$ cat config.mk
export PLATFORM = sky130hd
export DESIGN_NAME = wb_periph_arbiter
export DESIGN_NICKNAME = d
export VERILOG_FILES = /design/src/rtl/wb_periph_arbiter.sv
export SDC_FILE = /design/constraint.sdc
export NUM_CORES = 1
export LEC_CHECK = 0
export ABC_AREA = 1
export BUFFER_PORTS_ARGS = -buffer_cell sky130_fd_sc_hd__buf_2
export CAP_MARGIN = 20
export CORE_AREA = 2 2 73 75
export CTS_CLUSTER_DIAMETER = 40
export CTS_CLUSTER_SIZE = 14
export DETAILED_ROUTE_END_ITERATION = 8
export DIE_AREA = 0 0 75 77
export HOLD_SLACK_MARGIN = 0.08
export PLACE_DENSITY = 0.79
export SLEW_MARGIN = 0
export SYNTH_ARGS = -nofsm -noshare
export SYNTH_HDL_FRONTEND = slang
export SYNTH_SLANG_ARGS = --single-unit
$ cat constraint.sdc
create_clock -name i_clk -period 2.7 [get_ports i_clk]
set_clock_uncertainty 0.05 [all_clocks]
set_input_delay 0.27 -clock i_clk [delete_from_list [all_inputs] [get_ports i_clk]]
set_output_delay 0.27 -clock i_clk [all_outputs]
set_load 0.02 [all_outputs]
$ cat src/rtl/wb_periph_arbiter.sv
// Two-master / one-slave Wishbone arbiter with cyc-held lock and round-robin ties; optional stall timeout under WB_ARB_TIMEOUT_EN.
// Latency: 1 cycle from cyc to ownership; data/ack paths are combinational through the owner.
// Backpressure: a waiting master simply sees no ack until the owner drops cyc.
module wb_periph_arbiter #(
    parameter int AW      = 24,
    parameter int DW      = 16,
    parameter int TIMEOUT = 255
) (
    input  logic          i_clk,
    input  logic          i_rst,

    input  logic          m0_wb_cyc,
    input  logic          m0_wb_stb,
    input  logic          m0_wb_we,
    input  logic [AW-1:0] m0_wb_adr,
    input  logic [DW-1:0] m0_wb_i_dat,
    output logic [DW-1:0] m0_wb_o_dat,
    output logic          m0_wb_ack,
    output logic          m0_wb_err,

    input  logic          m1_wb_cyc,
    input  logic          m1_wb_stb,
    input  logic          m1_wb_we,
    input  logic [AW-1:0] m1_wb_adr,
    input  logic [DW-1:0] m1_wb_i_dat,
    output logic [DW-1:0] m1_wb_o_dat,
    output logic          m1_wb_ack,
    output logic          m1_wb_err,

    output logic          s_wb_cyc,
    output logic          s_wb_stb,
    output logic          s_wb_we,
    output logic [AW-1:0] s_wb_adr,
    output logic [DW-1:0] s_wb_o_dat,
    input  logic [DW-1:0] s_wb_i_dat,
    input  logic          s_wb_ack,

    output logic [1:0]    grant
);

    typedef enum logic [1:0] {
        IDLE = 2'd0,
        GNT0 = 2'd1,
        GNT1 = 2'd2
    } state_t;

    state_t state_q, state_d;
    logic   last_q, last_d;
    logic   own_cyc;
    logic   own_stb;
    logic   tmo_fire;

    always_ff @(posedge i_clk) begin
        if (i_rst) begin
            state_q <= IDLE;
            last_q  <= 1'b1;
        end else begin
            state_q <= state_d;
            last_q  <= last_d;
        end
    end

    // Ties go to the master that did not finish last; an owner dropping cyc
    // hands straight over to a waiting master without passing through IDLE.
    always_comb begin
        state_d = state_q;
        last_d  = last_q;
        case (state_q)
            IDLE: begin
                if (m0_wb_cyc && m1_wb_cyc) begin
                    state_d = last_q ? GNT0 : GNT1;
                end else if (m0_wb_cyc) begin
                    state_d = GNT0;
                end else if (m1_wb_cyc) begin
                    state_d = GNT1;
                end
            end
            GNT0: begin
                if (!m0_wb_cyc) begin
                    last_d  = 1'b0;
                    state_d = m1_wb_cyc ? GNT1 : IDLE;
                end
            end
            GNT1: begin
                if (!m1_wb_cyc) begin
                    last_d  = 1'b1;
                    state_d = m0_wb_cyc ? GNT0 : IDLE;
                end
            end
            default: state_d = IDLE;
        endcase
    end

    always_comb begin
        own_cyc = 1'b0;
        own_stb = 1'b0;
        case (state_q)
            GNT0: begin
                own_cyc = m0_wb_cyc;
                own_stb = m0_wb_stb;
            end
            GNT1: begin
                own_cyc = m1_wb_cyc;
                own_stb = m1_wb_stb;
            end
            default: ;
        endcase
    end

`ifdef WB_ARB_TIMEOUT_EN
    localparam int CW = $clog2(TIMEOUT + 1);

    logic [CW-1:0] tmo_q, tmo_d;

    // Counts strobed, unacked owner cycles; any break in the stall restarts it.
    always_comb begin
        tmo_d    = '0;
        tmo_fire = 1'b0;
        if (own_cyc && own_stb && !s_wb_ack) begin
            if (tmo_q == CW'(TIMEOUT - 1)) begin
                tmo_fire = 1'b1;
            end else begin
                tmo_d = tmo_q + 1'b1;
            end
        end
    end

    always_ff @(posedge i_clk) begin
        if (i_rst) begin
            tmo_q <= '0;
        end else begin
            tmo_q <= tmo_d;
        end
    end
`else
    assign tmo_fire = 1'b0;
`endif

    always_comb begin
        s_wb_cyc    = 1'b0;
        s_wb_stb    = 1'b0;
        s_wb_we     = 1'b0;
        s_wb_adr    = '0;
        s_wb_o_dat  = '0;
        m0_wb_ack   = 1'b0;
        m0_wb_err   = 1'b0;
        m0_wb_o_dat = '0;
        m1_wb_ack   = 1'b0;
        m1_wb_err   = 1'b0;
        m1_wb_o_dat = '0;
        case (state_q)
            GNT0: begin
                s_wb_cyc    = m0_wb_cyc;
                s_wb_stb    = own_cyc & own_stb & ~tmo_fire;
                s_wb_we     = m0_wb_we;
                s_wb_adr    = m0_wb_adr;
                s_wb_o_dat  = m0_wb_i_dat;
                m0_wb_ack   = s_wb_ack;
                m0_wb_err   = tmo_fire;
                m0_wb_o_dat = s_wb_i_dat;
            end
            GNT1: begin
                s_wb_cyc    = m1_wb_cyc;
                s_wb_stb    = own_cyc & own_stb & ~tmo_fire;
                s_wb_we     = m1_wb_we;
                s_wb_adr    = m1_wb_adr;
                s_wb_o_dat  = m1_wb_i_dat;
                m1_wb_ack   = s_wb_ack;
                m1_wb_err   = tmo_fire;
                m1_wb_o_dat = s_wb_i_dat;
            end
            default: ;
        endcase
    end

    assign grant = {state_q == GNT1, state_q == GNT0};

endmodule

Word level (Yosys, flattened, before mapping) --
Cells that the tools add are included.
Cells by class: eq/ne operators 5, mux-type cells 22, bitwise gates (word level) 1, reduce and logical (&&, ||, !) cells 6
Operators with widths (number):
- 24-bit one-hot mux with 2 select lines | 1
- 16-bit two-way mux | 2
- 16-bit one-hot mux with 2 select lines | 1
- 2-bit two-way mux | 7
- 1-bit one-hot mux with 2 select lines | 4
- 1-bit two-way mux | 6
- 2-bit one-hot mux with 3 select lines | 1
- 3-bit AND reduction | 2
- 2-bit != test (second input constant) | 2
- 4-bit != test (second input constant) | 1
- 2-bit by 1-bit == test with 1-bit output (second input constant) | 1
- 2-bit == test (second input constant) | 1
- 2-bit zero test | 1
- 2-bit nonzero test | 1
- 2-bit OR reduction | 1
- 1-bit bitwise AND | 1
- 1-bit logical AND | 1
Storage, ports and cells: register bits 3, output and inout bits 81, logic and storage cells 36

Logic depth before layout (Yosys ltp) --
Gate-level depths: netlist of run 1.
word-level depth 4, gate-level depth with buffers 10, mapped depth without buffers 9

Worst setup path after synthesis of run 1 --
No wires, ideal clock.
path type register to output, start register state_q[1], end output s_wb_stb, arrival time 1.607 ns, slack 0.773 ns, cell stages (with the launch flop) 7, path through dfxtp_1 inv_1 ha_1 buf_6 buf_4 nand2_1 a211oi_1
Between the ends: cells in the longest elaborated chain, start to end 4, elaborated cells between the ends (all ways) 7, classes of those cells eq/ne (2); mux (3); bitwise (1); reduce/logical (1)
Ends and longest elaborated chain:
- from (decl) | RTL line 47 | state_t state_q, state_d;
- from (signal assigned) | RTL line 58 | state_q <= state_d;
- 2-bit by 1-bit == test with 1-bit output (*)
- via grant[0] | RTL line 38 | output logic [1:0] grant
- 1-bit one-hot mux with 2 select lines | RTL line 97 | case (state_q)
- 1-bit bitwise AND | RTL line 154, 164
- 1-bit two-way mux (*)
- to (decl) | RTL line 31 | output logic s_wb_stb,
The timed path passes the listed nets; every way through them passes the cells marked *.

Worst setup path after layout of run 1 --
start register state_q[0], end output s_wb_stb
Between the ends: cells in the longest elaborated chain, start to end 4, elaborated cells between the ends (all ways) 7, classes of those cells eq/ne (2); mux (3); bitwise (1); reduce/logical (1)
Ends and longest elaborated chain (RTL line):
- 2-bit == test / 2-bit by 1-bit == test with 1-bit output (equally long branches) | 97, 151
- 1-bit one-hot mux with 2 select lines | 97
- 1-bit bitwise AND | 154, 164
- 1-bit two-way mux (*)
Every way passes the cells marked *; elsewhere a longest branch is shown, timed or not.

==> run summary, run 1 <==
The tree is rooted in a clkbuf_8. The area of the mapped netlist came out at 1170 µm². The setup total negative slack is 0 ns.

The x dimension of the die is 75 µm. The sequential share of the synthesized area is 0.0514. The routed wire length is 4830 µm. In the routed design, unresolved DRC markers number 0. The number of endpoints with negative hold slack in the final report is 0. On the critical path, the stage with the largest delay is an instance of ha_1.

The run finished with clean final reports. The final design utilization is 0.432. Setup repair after global routing left no endpoint under its margin. The achievable clock frequency is 449 MHz. The share of the synthesized area in the top cell type came out at 0.418. The data required time at the worst endpoint is 2.38 ns. The data arrival time of the critical path came out at 1.91 ns. The number of buffers inserted by post-CTS setup repair came out at 0. The die area is 5780 µm². The synthesized area per cell is 4.58 µm². The final clock period utilization by the worst path is 0.825. The CTS buffer count came out at 3.

The signed area change from the synthesized netlist to the final layout came out at 83.9%. The pin count of the biggest net entering global routing is 44. In this run the standard cell core region covers 4980 µm².

In the final design database the tool counted 537 nets. For this design the ratio of total power to cell area is 453 nW/µm². The count of antenna-violating nets left after detailed routing is 0.

The total number of H-tree levels is 1. Along the worst hold path, the cell count comes to 2. The number of global-route vias before repair came to 1823. Yosys mapped the design onto 19 distinct sky130hd cell types. The total half-perimeter wirelength after legalization and detailed placement came out at 4010 µm.

Of the cells placed in the final design, the portion with a size suffix greater than 1 is 0.462. Of all cell types, the one taking the most synthesized area is nand2_1. The critical path goes through inv_1 > ha_1 > buf_12 > nand2_1 > a211oi_1 > buf_2. The maximum root-to-sink buffer count is 2. The synthesized netlist cell count is 255. The transition time at the pin with the least slew margin came out at 0.686 ns. The overall fraction of global-route tracks in use is 0.154.

By startpoint and endpoint, the worst setup path is classified as reg -> out. The normalized max-slew margin came out at 0.542. The area of the multi-input gates is 845 µm². The filler cell count came out at 550. The path class of the tightest hold or removal check is in -> reg. The average routed wire per standard cell is 9.73 µm.

Yosys attributes the largest share of cell area to nand2_1, a21oi_1, inv_1. The time the worst path needs with I/O delays and setup is 2.23 ns. The static leakage is 1.49 nW. The kind of launch point of the worst setup path is a register.

The height of the chip came out at 77 µm. The detailed router finished its first iteration with 56 violations. The via count is 2070.

186 I/O pins were placed. For this configuration, the core starts out at a cell density of 0.235. The average vias per placed instance is 4.17. The largest vdd supply drop came out at 238 µV. The worst setup path is captured at a primary output. During synthesis, Yosys emitted a total of 0 warnings. The clock-pin slew reported for the worst setup and hold paths after clock tree synthesis is 0.03 ns. The number of cells on the worst reg-to-reg path is 10. Setup violations remaining at the end of the flow were counted as 0.

The total overflow reported by the global router came out at 0. TritonCTS built the clock tree. The tree built by TritonCTS fans out to 3 sinks. Input and output buffers added on the ports amount to 183.

The number of detailed-routing iterations run before antenna repair came out at 4. The largest fanout on the critical path is 28. The area occupied by registers is 60.1 µm². The clock insertion delay at the later pin of the skew report came out at 0.21 ns.

The number of hold buffers added after CTS is 0. The number of diodes is 0. The number of standard-cell rows in the floorplan came out at 26. The total of cells resized after clock tree synthesis came out at 0. The number of antenna violations at the first check in global routing came out at 0. The count of final max-slew check failures is 0. The total of flip-flops plus latches after synthesis is 3. The global-route wire length before repair is 7310 µm.

The delay of the slowest cell on the worst path came out at 0.54 ns. The max-capacitance violation count is 0. Routability-driven placement finished with a final weighted congestion of 0.775.
-- where the power goes --
part | switching, mW | internal, mW
clock network | 0.0284 | 0.101
logic | 0.530 | 0.254
registers | 0.00815 | 0.0527
-- cell usage in the layout, fill, tap and decap left out --
cell / n
a211oi_1: 1
a21oi_1: 43
buf_12: 1
buf_2: 183
buf_4: 3
clkbuf_1: 1
clkbuf_8: 3
conb_1: 2
dfxtp_1: 3
ha_1: 4
ha_2: 1
inv_1: 39
inv_2: 2
nand2_1: 130
nand2_2: 3
nand3_1: 1
nand3b_1: 2
nor2_1: 1
nor2_2: 1
o211ai_1: 1
o21ai_1: 1
-- routing by layer --
| layer | track usage | vias to the layer above | part of all wire |
|---|---|---|---|
| met4 | 0.0464 | 0 | 0.0066 |
| li1 | - | 1095 | - |
| met2 | 0.302 | 86 | 0.54 |
| met1 | 0.161 | 885 | 0.39 |
| met5 | 0 | - | 0 |
| met3 | 0.0223 | 4 | 0.063 |
-- worst paths after layout --
path                    from         end  slack [ns]
setup / recovery  state_q[0]    s_wb_stb        0.47
hold / removal         i_rst  state_q[1]        0.20
setup reg to reg  state_q[0]  state_q[1]        1.14
hold reg to reg   state_q[0]  state_q[0]        0.45
-- final cells by class --
cell class | count | area share
sequential | 3 | 0.0279
clock buffer | 4 | 0.0210
inverter | 41 | 0.0716
multi-input combinational | 191 | 0.393
tap | 70 | 0.0407
timing repair buffer | 187 | 0.446
-- critical path, delay by kind of cell (launching register included) --
kind            cells  cell delay (ns)
compound gates      1             0.21
simple gates        1             0.07
fa+ha+maj           1             0.54
buf+inv             3             0.54
flops               1             0.32
-- cell families (layout without fill, tap and decap cells) --
family,count (synthesis),count (layout),share of synthesized area
DFF,3,3,0.0514
adders and majority gates,5,5,0.0535
AOI/OAI and AO/OA,46,46,0.201
and+or+nand+nor,138,138,0.459
other,1,2,0.00321
buffers and inverters,62,232,0.231
-- metrics by stage --
step	worst slack (ns)	hold WS [ns]	area, µm²	power (mW)	instances
floorplan	0.773	0.289	1170	0.600	256
global placement	0.721	0.418	2100	0.834	492
detailed placement	0.667	0.421	2100	0.851	492
CTS	0.428	0.194	2150	0.987	496
global route	0.321	0.202	2150	1.07	496
finish	0.471	0.201	2150	0.974	496
-- synthesized netlist by cell type --
| cell type | n |
|---|---|
| clkbuf_1 | 4 |
| ha_1 | 5 |
| buf_6 | 1 |
| conb_1 | 1 |
| nand3b_1 | 2 |
| a21oi_1 | 43 |
| buf_4 | 4 |
| buf_2 | 12 |
| nor2_1 | 1 |
| o211ai_1 | 1 |
| dfxtp_1 | 3 |
| a211oi_1 | 1 |
| inv_2 | 2 |
| o21ai_1 | 1 |
| nand2_2 | 3 |
| nor2_2 | 1 |
| nand2_1 | 130 |
| inv_1 | 39 |
| nand3_1 | 1 |
-- state kept, by name, summed over array words and instances (netlist names) --
signal   flops
last_q       1
state_q      2
Power figures use the tool's default switching activity.
==> inputs of run 2 (changes only) <==
--- a/config.mk
+++ b/config.mk
@@ -14,7 +14,7 @@
 export DETAILED_ROUTE_END_ITERATION = 8
 export DIE_AREA = 0 0 75 77
 export HOLD_SLACK_MARGIN = 0.08
-export PLACE_DENSITY = 0.79
+export PLACE_DENSITY = 0.81
 export SLEW_MARGIN = 0
 export SYNTH_ARGS = -nofsm -noshare
 export SYNTH_HDL_FRONTEND = slang
==> constraint.sdc (replaced) <==
create_clock -name i_clk -period 1.95 [get_ports i_clk]
set_clock_uncertainty 0.05 [all_clocks]
set_input_delay 0.195 -clock i_clk [delete_from_list [all_inputs] [get_ports i_clk]]
set_output_delay 0.195 -clock i_clk [all_outputs]
set_load 0.02 [all_outputs]
==> run summary, run 2 (same netlist as run 1, synthesis figures left out) <==
The number of diodes is 0 (unchanged). The number of detailed-routing iterations run before antenna repair came to 4 (unchanged). The placed instance area came to 2140 µm² (+1.9%). The pin count of the biggest net entering global routing is 40 (-9.1%). The number of buffers inserted by post-CTS setup repair is 0 (unchanged). The part of the total power dissipated in sequential elements came out at 0.059 (-0.004). The setup total negative slack is 0 ns (unchanged). The setup slack of the critical path after layout is 0.0834 ns (-0.388 ns). The clock-pin slew reported for the worst setup and hold paths after clock tree synthesis was 0.03 ns (about the same). The net switching power is 0.812 mW (+43%). The critical path start-end classification is reg -> out. The power density of the placed cells came out at 650 nW/µm² (+44%). The number of antenna violations at the first check in global routing came out at 0 (unchanged). The CTS buffer count is 3 (unchanged). The achievable clock frequency is 536 MHz. The number of global-route vias before repair is 1788 (-1.9%). The final count of negative-setup-slack endpoints was 0 (unchanged).

The largest fanout on the critical path came out at 32 (+14%). The core box area is 4980 µm² (unchanged). The worst register-to-register path begins at state_q[1]. The share of total power in the clock network is 0.128 (-0.004).

The die area is 5780 µm² (unchanged). The data arrival time of the critical path was 1.62 ns (-0.29 ns). The maximum root-to-sink buffer count came out at 2 (unchanged). The path class of the tightest hold or removal check is in -> reg. The filler cell count came to 559 (+1.6%).

The kind of end point of the critical path is a primary output. The average vias per placed instance came to 4.23 (+1.5%). The worst hold path begins at i_rst.

Relative to the synthesized area, the layout overhead comes to 87.9%. The clock insertion delay at the later pin of the skew report was 0.22 ns (about the same). Setup repair after global routing could not meet its margin everywhere.

The register with the most flip-flops is state_q. Clock tree synthesis selected as its root buffer the cell clkbuf_8. The effective utilization at floorplan is 0.235 (unchanged).

The number of port buffers came out at 183 (unchanged). The area of the multi-input gates was 845 µm² (unchanged). Leaving out fill and tap cells, the most frequent cell in the layout is buf_2.

The run finished with clean final reports. The weighted congestion at the end of routability-driven global placement came out at 0.828 (+6.8%). The flip-flop count of the largest register, all copies and words added is 2 (unchanged). The number of endpoints with negative hold slack in the final report is 0 (unchanged). The time the worst path needs with I/O delays and setup is 1.87 ns. The height of the chip is 77 µm (unchanged). The x dimension of the die came out at 75 µm (unchanged). The via count came out at 2109 (+1.9%). The data required time at the worst endpoint came out at 1.70 ns (-0.68 ns). The total number of H-tree levels came out at 1 (unchanged). The combinational fraction of design power came out at 0.812 (+0.007). The largest registers in the layout are state_q (2), last_q (1). The overall fraction of global-route tracks in use came out at 0.156 (+0.00187). The routed wire length is 5170 µm (+7.2%). The switching share of total power came out at 0.569 (-0.0130). The max-capacitance violation count came out at 0 (unchanged).

The number of standard-cell rows in the floorplan is 26 (unchanged). STA classifies the critical path startpoint as a register. The cell-internal power was 0.616 mW (+51%). The share of post-route cells with drive strength above 1 is 0.465 (+0.00251). The total DRC errors in the routed layout came out at 0 (unchanged).

The count of nets after finishing is 539 (+0.37%). The static leakage came out at 1.51 nW (+1.3%). The average routed wire per standard cell is 10.4 µm (+6.7%). The final clock period utilization by the worst path came out at 0.957. The global-route wire length before repair came out at 7390 µm (+1.0%).

The clock sink count came out at 3 (unchanged). The number of ports placed on the die boundary came out at 186 (unchanged). The timing startpoint of the critical path is state_q[1]. The pre-CTS setup slack was 0.313 ns (-0.355 ns). The total overflow reported by the global router came out at 0 (unchanged). The TritonCTS clock tree is done.

In the layout the commonest cells are buf_2, nand2_1, a21oi_1. The number of DRC violations after detailed-routing iteration 0 came out at 90 (+61%). The count of final max-slew check failures came out at 0 (unchanged). The final design utilization was 0.441 (+0.00930). The largest vdd supply drop came to 457 µV (+92%). The area occupied by registers came to 60.1 µm² (unchanged). The summed area of non-filler cells in the final layout is 2200 µm² (+2.2%). The worst-case hold slack came out at 0.117 ns (-0.0836 ns). The count of antenna-violating nets left after detailed routing is 0 (unchanged). The total half-perimeter wirelength after legalization and detailed placement came out at 4190 µm (+4.6%).
## run 2: cell count changes in the layout (fill, tap and decap cells not counted), sizes merged
cell  before  now
buf      187  189
## run 2: power groups by stage
stage,clock network (mW),logic [mW],registers [mW]
floorplan,0,0.747,0.0830
global placement,0,1.14,0.0841
detailed placement,0,1.16,0.0859
CTS,0.189,1.16,0.0851
global route,0.193,1.27,0.0872
finish,0.183,1.16,0.0847
## run 2: critical path, stage by stage, from the launching register on
cell and delay, ns:
dfxtp_1 0.34, inv_1 0.09, ha_2 0.22, buf_12 0.18, nand2_2 0.08, nand2_2 0.06
inv_2 0.04, a211oi_1 0.18, buf_2 0.20
## run 2: per-layer routing
| layer | part of all wire | GRT usage | up-vias |
|---|---|---|---|
| met1 | 0.40 | 0.165 | 897 |
| li1 | - | - | 1100 |
| met3 | 0.074 | 0.0171 | 8 |
| met2 | 0.52 | 0.310 | 104 |
| met5 | 0 | 0 | - |
| met4 | 0.0095 | 0.0411 | 0 |
## run 2: through the flow
step                cells  total power [mW]
floorplan             256             0.830
global placement      494              1.22
detailed placement    494              1.24
CTS                   498              1.44
global route          498              1.55
finish                498              1.43
## run 2: layout make-up
class | count | share of cell area
clock buffers | 4 | 0.0205
well taps | 70 | 0.0399
repair buffers | 189 | 0.458
flip-flops and latches | 3 | 0.0274
multi-input cells | 191 | 0.385
inverters | 41 | 0.0701
## run 2: worst paths after layout
check / slack (ns) / depth (start not counted) / end
worst max-delay path: 0.08 / 8 / s_wb_stb
worst min-delay path: 0.12 / 2 / state_q[1]
worst max register to register: 0.45 / 10 / state_q[0]
worst min register to register: 0.45 / 2 / last_q
## run 2: repair_timing
item / 4_1_cts / 5_1_grt
hold buffers: 0 / 0
gates resized for setup: 0 / 2
setup endpoints to repair: 0 / 7
==> inputs of run 3 (changes only) <==
--- a/config.mk
+++ b/config.mk
@@ -14,7 +14,8 @@
 export DETAILED_ROUTE_END_ITERATION = 8
 export DIE_AREA = 0 0 75 77
 export HOLD_SLACK_MARGIN = 0.08
-export PLACE_DENSITY = 0.81
+export PLACE_DENSITY = 0.79
+export SETUP_SLACK_MARGIN = 0.05
 export SLEW_MARGIN = 0
 export SYNTH_ARGS = -nofsm -noshare
 export SYNTH_HDL_FRONTEND = slang
==> constraint.sdc (replaced) <==
create_clock -name i_clk -period 2.13 [get_ports i_clk]
set_clock_uncertainty 0.05 [all_clocks]
set_input_delay 0.213 -clock i_clk [delete_from_list [all_inputs] [get_ports i_clk]]
set_output_delay 0.213 -clock i_clk [all_outputs]
set_load 0.02 [all_outputs]
==> run summary, run 3 (same netlist as run 1, synthesis figures left out) <==
The logic depth of the worst register-to-register path is 9 (-1). The number of endpoints with negative hold slack in the final report is 0 (unchanged). Setup repair after global routing left no endpoint under its margin.

The worst hold path depth is 2 (unchanged). The final count of negative-setup-slack endpoints came out at 0 (unchanged). The largest registers in the layout are state_q (2), last_q (1).

The tightest min-delay check is of the in -> reg type. The max-capacitance violation count came out at 0 (unchanged). The final clock period utilization by the worst path came out at 0.921. The clock insertion delay at the later pin of the skew report was 0.22 ns (about the same). The height of the chip is 77 µm (unchanged).

The number of diodes came out at 0 (unchanged). TritonCTS built the clock tree. The worst-case hold slack was 0.137 ns (+0.0196 ns). The weighted congestion at the end of routability-driven global placement came to 0.746 (-9.9%). The largest fanout on the critical path came out at 25 (-22%). The pin count of the biggest net entering global routing is 26 (-35%).

The data required time at the worst endpoint came out at 1.87 ns (+0.17 ns). The maximum root-to-sink buffer count was 2 (unchanged). The share of total power in the clock network is 0.130 (+0.002). The net switching power was 0.729 mW (-10%). The number of antenna violations at the first check in global routing is 0 (unchanged). The number of standard-cell rows in the floorplan came out at 26 (unchanged). The register-to-register setup slack is 0.69 ns (+0.24 ns). The average routed wire per standard cell was 9.59 µm (-7.7%).

The clock-pin slew reported for the worst setup and hold paths after clock tree synthesis came to 0.03 ns (about the same). The run finished with clean final reports. The count of nets after finishing is 540 (+0.19%). The effective utilization at floorplan came out at 0.235 (unchanged). The tree is rooted in a clkbuf_8.

STA classifies the critical path endpoint as a primary output. The part of the total power dissipated in sequential elements came out at 0.061 (+0.002). The total number of H-tree levels is 1 (unchanged).

For this run, the top clock speed supported by timing is 510 MHz. The global-route wire length before repair is 6750 µm (-8.7%). The via count is 2072 (-1.8%). The number of port buffers is 183 (unchanged). The met2 wirelength from detailed routing was 2570 µm (-4.0%).

The flip-flop count of the largest register, all copies and words added is 2 (unchanged). The core box area is 4980 µm² (unchanged). The count of final max-slew check failures is 0 (unchanged). In this run the most critical hold path is launched from i_rst.

The critical path start-end classification is reg -> out. The clock sink count came out at 3 (unchanged). The power density of the placed cells came to 587 nW/µm² (-9.7%). The switching share of total power is 0.570 (+0.00156).

More flip-flops sit in one register than any other, and that register is state_q. The cell count after placement came out at 495 (+0.20%). The startpoint identified for the worst register-to-register timing path is state_q[1]. The total overflow reported by the global router is 0 (unchanged). The kind of launch point of the worst setup path is a register.

The cell-internal power came out at 0.549 mW (-11%). The routed wire length was 4790 µm (-7.5%). The reg-to-reg critical path endpoint is state_q[0]. The total half-perimeter wirelength after legalization and detailed placement is 3950 µm (-5.7%). The final total power is 1.28 mW (-10%). The CTS buffer count is 3 (unchanged). The average vias per placed instance came to 4.15 (-2.0%). The data arrival time of the critical path is 1.70 ns (+0.08 ns).

The number of buffers inserted by post-CTS setup repair is 0 (unchanged). The number of global-route vias before repair is 1631 (-8.8%). The count of antenna-violating nets left after detailed routing came to 0 (unchanged). The number of ports placed on the die boundary was 186 (unchanged). The static leakage is 1.51 nW (about the same).

The x dimension of the die is 75 µm (unchanged). The overall fraction of global-route tracks in use was 0.143 (-0.0136). The smallest clock period supported by the final layout is computed as 1.96 ns. The combinational fraction of design power came out at 0.809 (-0.003). Compared with the post-synthesis result, the final layout area differs by 86.4%.

The top cell types in the final layout, fill and taps aside, are buf_2, nand2_1, a21oi_1. The number of DRC violations after detailed-routing iteration 0 was 40 (-56%). The setup total negative slack came out at 0 ns (unchanged). The number of detailed-routing iterations run before antenna repair is 4 (unchanged). The final design utilization was 0.438 (-0.00352). The leading cell type in the layout, fill and taps excluded is buf_2.

The largest vdd supply drop came out at 310 µV (-32%). The endpoint of the worst hold path is state_q[1]. The total DRC errors in the routed layout came to 0 (unchanged). The die area came out at 5780 µm² (unchanged). The final cell count without fillers is 499 (+0.20%).

The number of hold buffers added after CTS came to 0 (unchanged). The sum of met3 wire segment lengths after detailed routing came out at 347 µm (-9.4%). The share of post-route cells with drive strength above 1 came out at 0.466 (+0.00125). Signal routing reaches up to met4.

The routed metal-1 wire length came out at 1860 µm (-10%).
==> run 3: cell types whose count changed in the layout (fill, tap and decap cells not counted) <==
| cell | before | now |
|---|---|---|
| buf_4 | 3 | 5 |
| buf_2 | 182 | 183 |
| inv_4 | 0 | 1 |
| buf_12 | 3 | 1 |
| inv_2 | 2 | 1 |
==> run 3: layout make-up <==
cell class | count | area, µm²
Clock buffer | 4 | 45.0
Fill cell | 554 | 2800
Inverter | 41 | 156
Multi-Input combinational cell | 191 | 845
Sequential cell | 3 | 60.1
Tap cell | 70 | 87.6
Timing Repair Buffer | 190 | 985
==> run 3: worst max-delay path, stage by stage, from the launching register on <==
cell     delay, ns
dfxtp_1       0.34
inv_1         0.09
ha_2          0.33
buf_6         0.24
nand2_1       0.08
a21oi_1       0.18
buf_2         0.19
==> run 3: stage by stage <==
step	setup WS, ns	cell area [µm²]
final	0.168	2180
after global routing	0.0668	2180
after CTS	0.0503	2170
after detailed placement	0.297	2130
after global placement	0.366	2130
after floorplan	0.260	1170
==> run 3: power by group through the flow <==
stage / Sequential, mW / Clock (mW) / Combinational, mW
CTS: 0.0776 / 0.171 / 1.04
floorplan: 0.0760 / 0 / 0.684
global route: 0.0785 / 0.177 / 1.14
detailed placement: 0.0783 / 0 / 1.03
global placement: 0.0769 / 0 / 1.02
finish: 0.0777 / 0.167 / 1.03
==> run 3: worst max path at each step <==
stage / startpoint / end / slack (ns) / depth (start not counted)
6_report: state_q[1] / s_wb_o_dat[11] / 0.17 / 6
4_1_cts: state_q[1] / s_wb_o_dat[11] / 0.05 / 6
5_1_grt: state_q[1] / s_wb_o_dat[14] / 0.07 / 6
3_5_place_dp: state_q[1] / s_wb_o_dat[11] / 0.30 / 6
3_3_place_gp: state_q[1] / s_wb_o_dat[14] / 0.37 / 6
2_1_floorplan: state_q[1] / s_wb_stb / 0.26 / 6
==> run 3: timing repair <==
item / in CTS / in global routing
resized for setup: 0 / 3
endpoints found under the hold margin: 0 / 0
setup endpoints to repair: 0 / 29
==> run 3: metal layers <==
metal,up-vias,global-route usage
met5,-,0
met1,876,0.142
met2,91,0.289
met4,0,0.0357
li1,1103,-
met3,2,0.0223
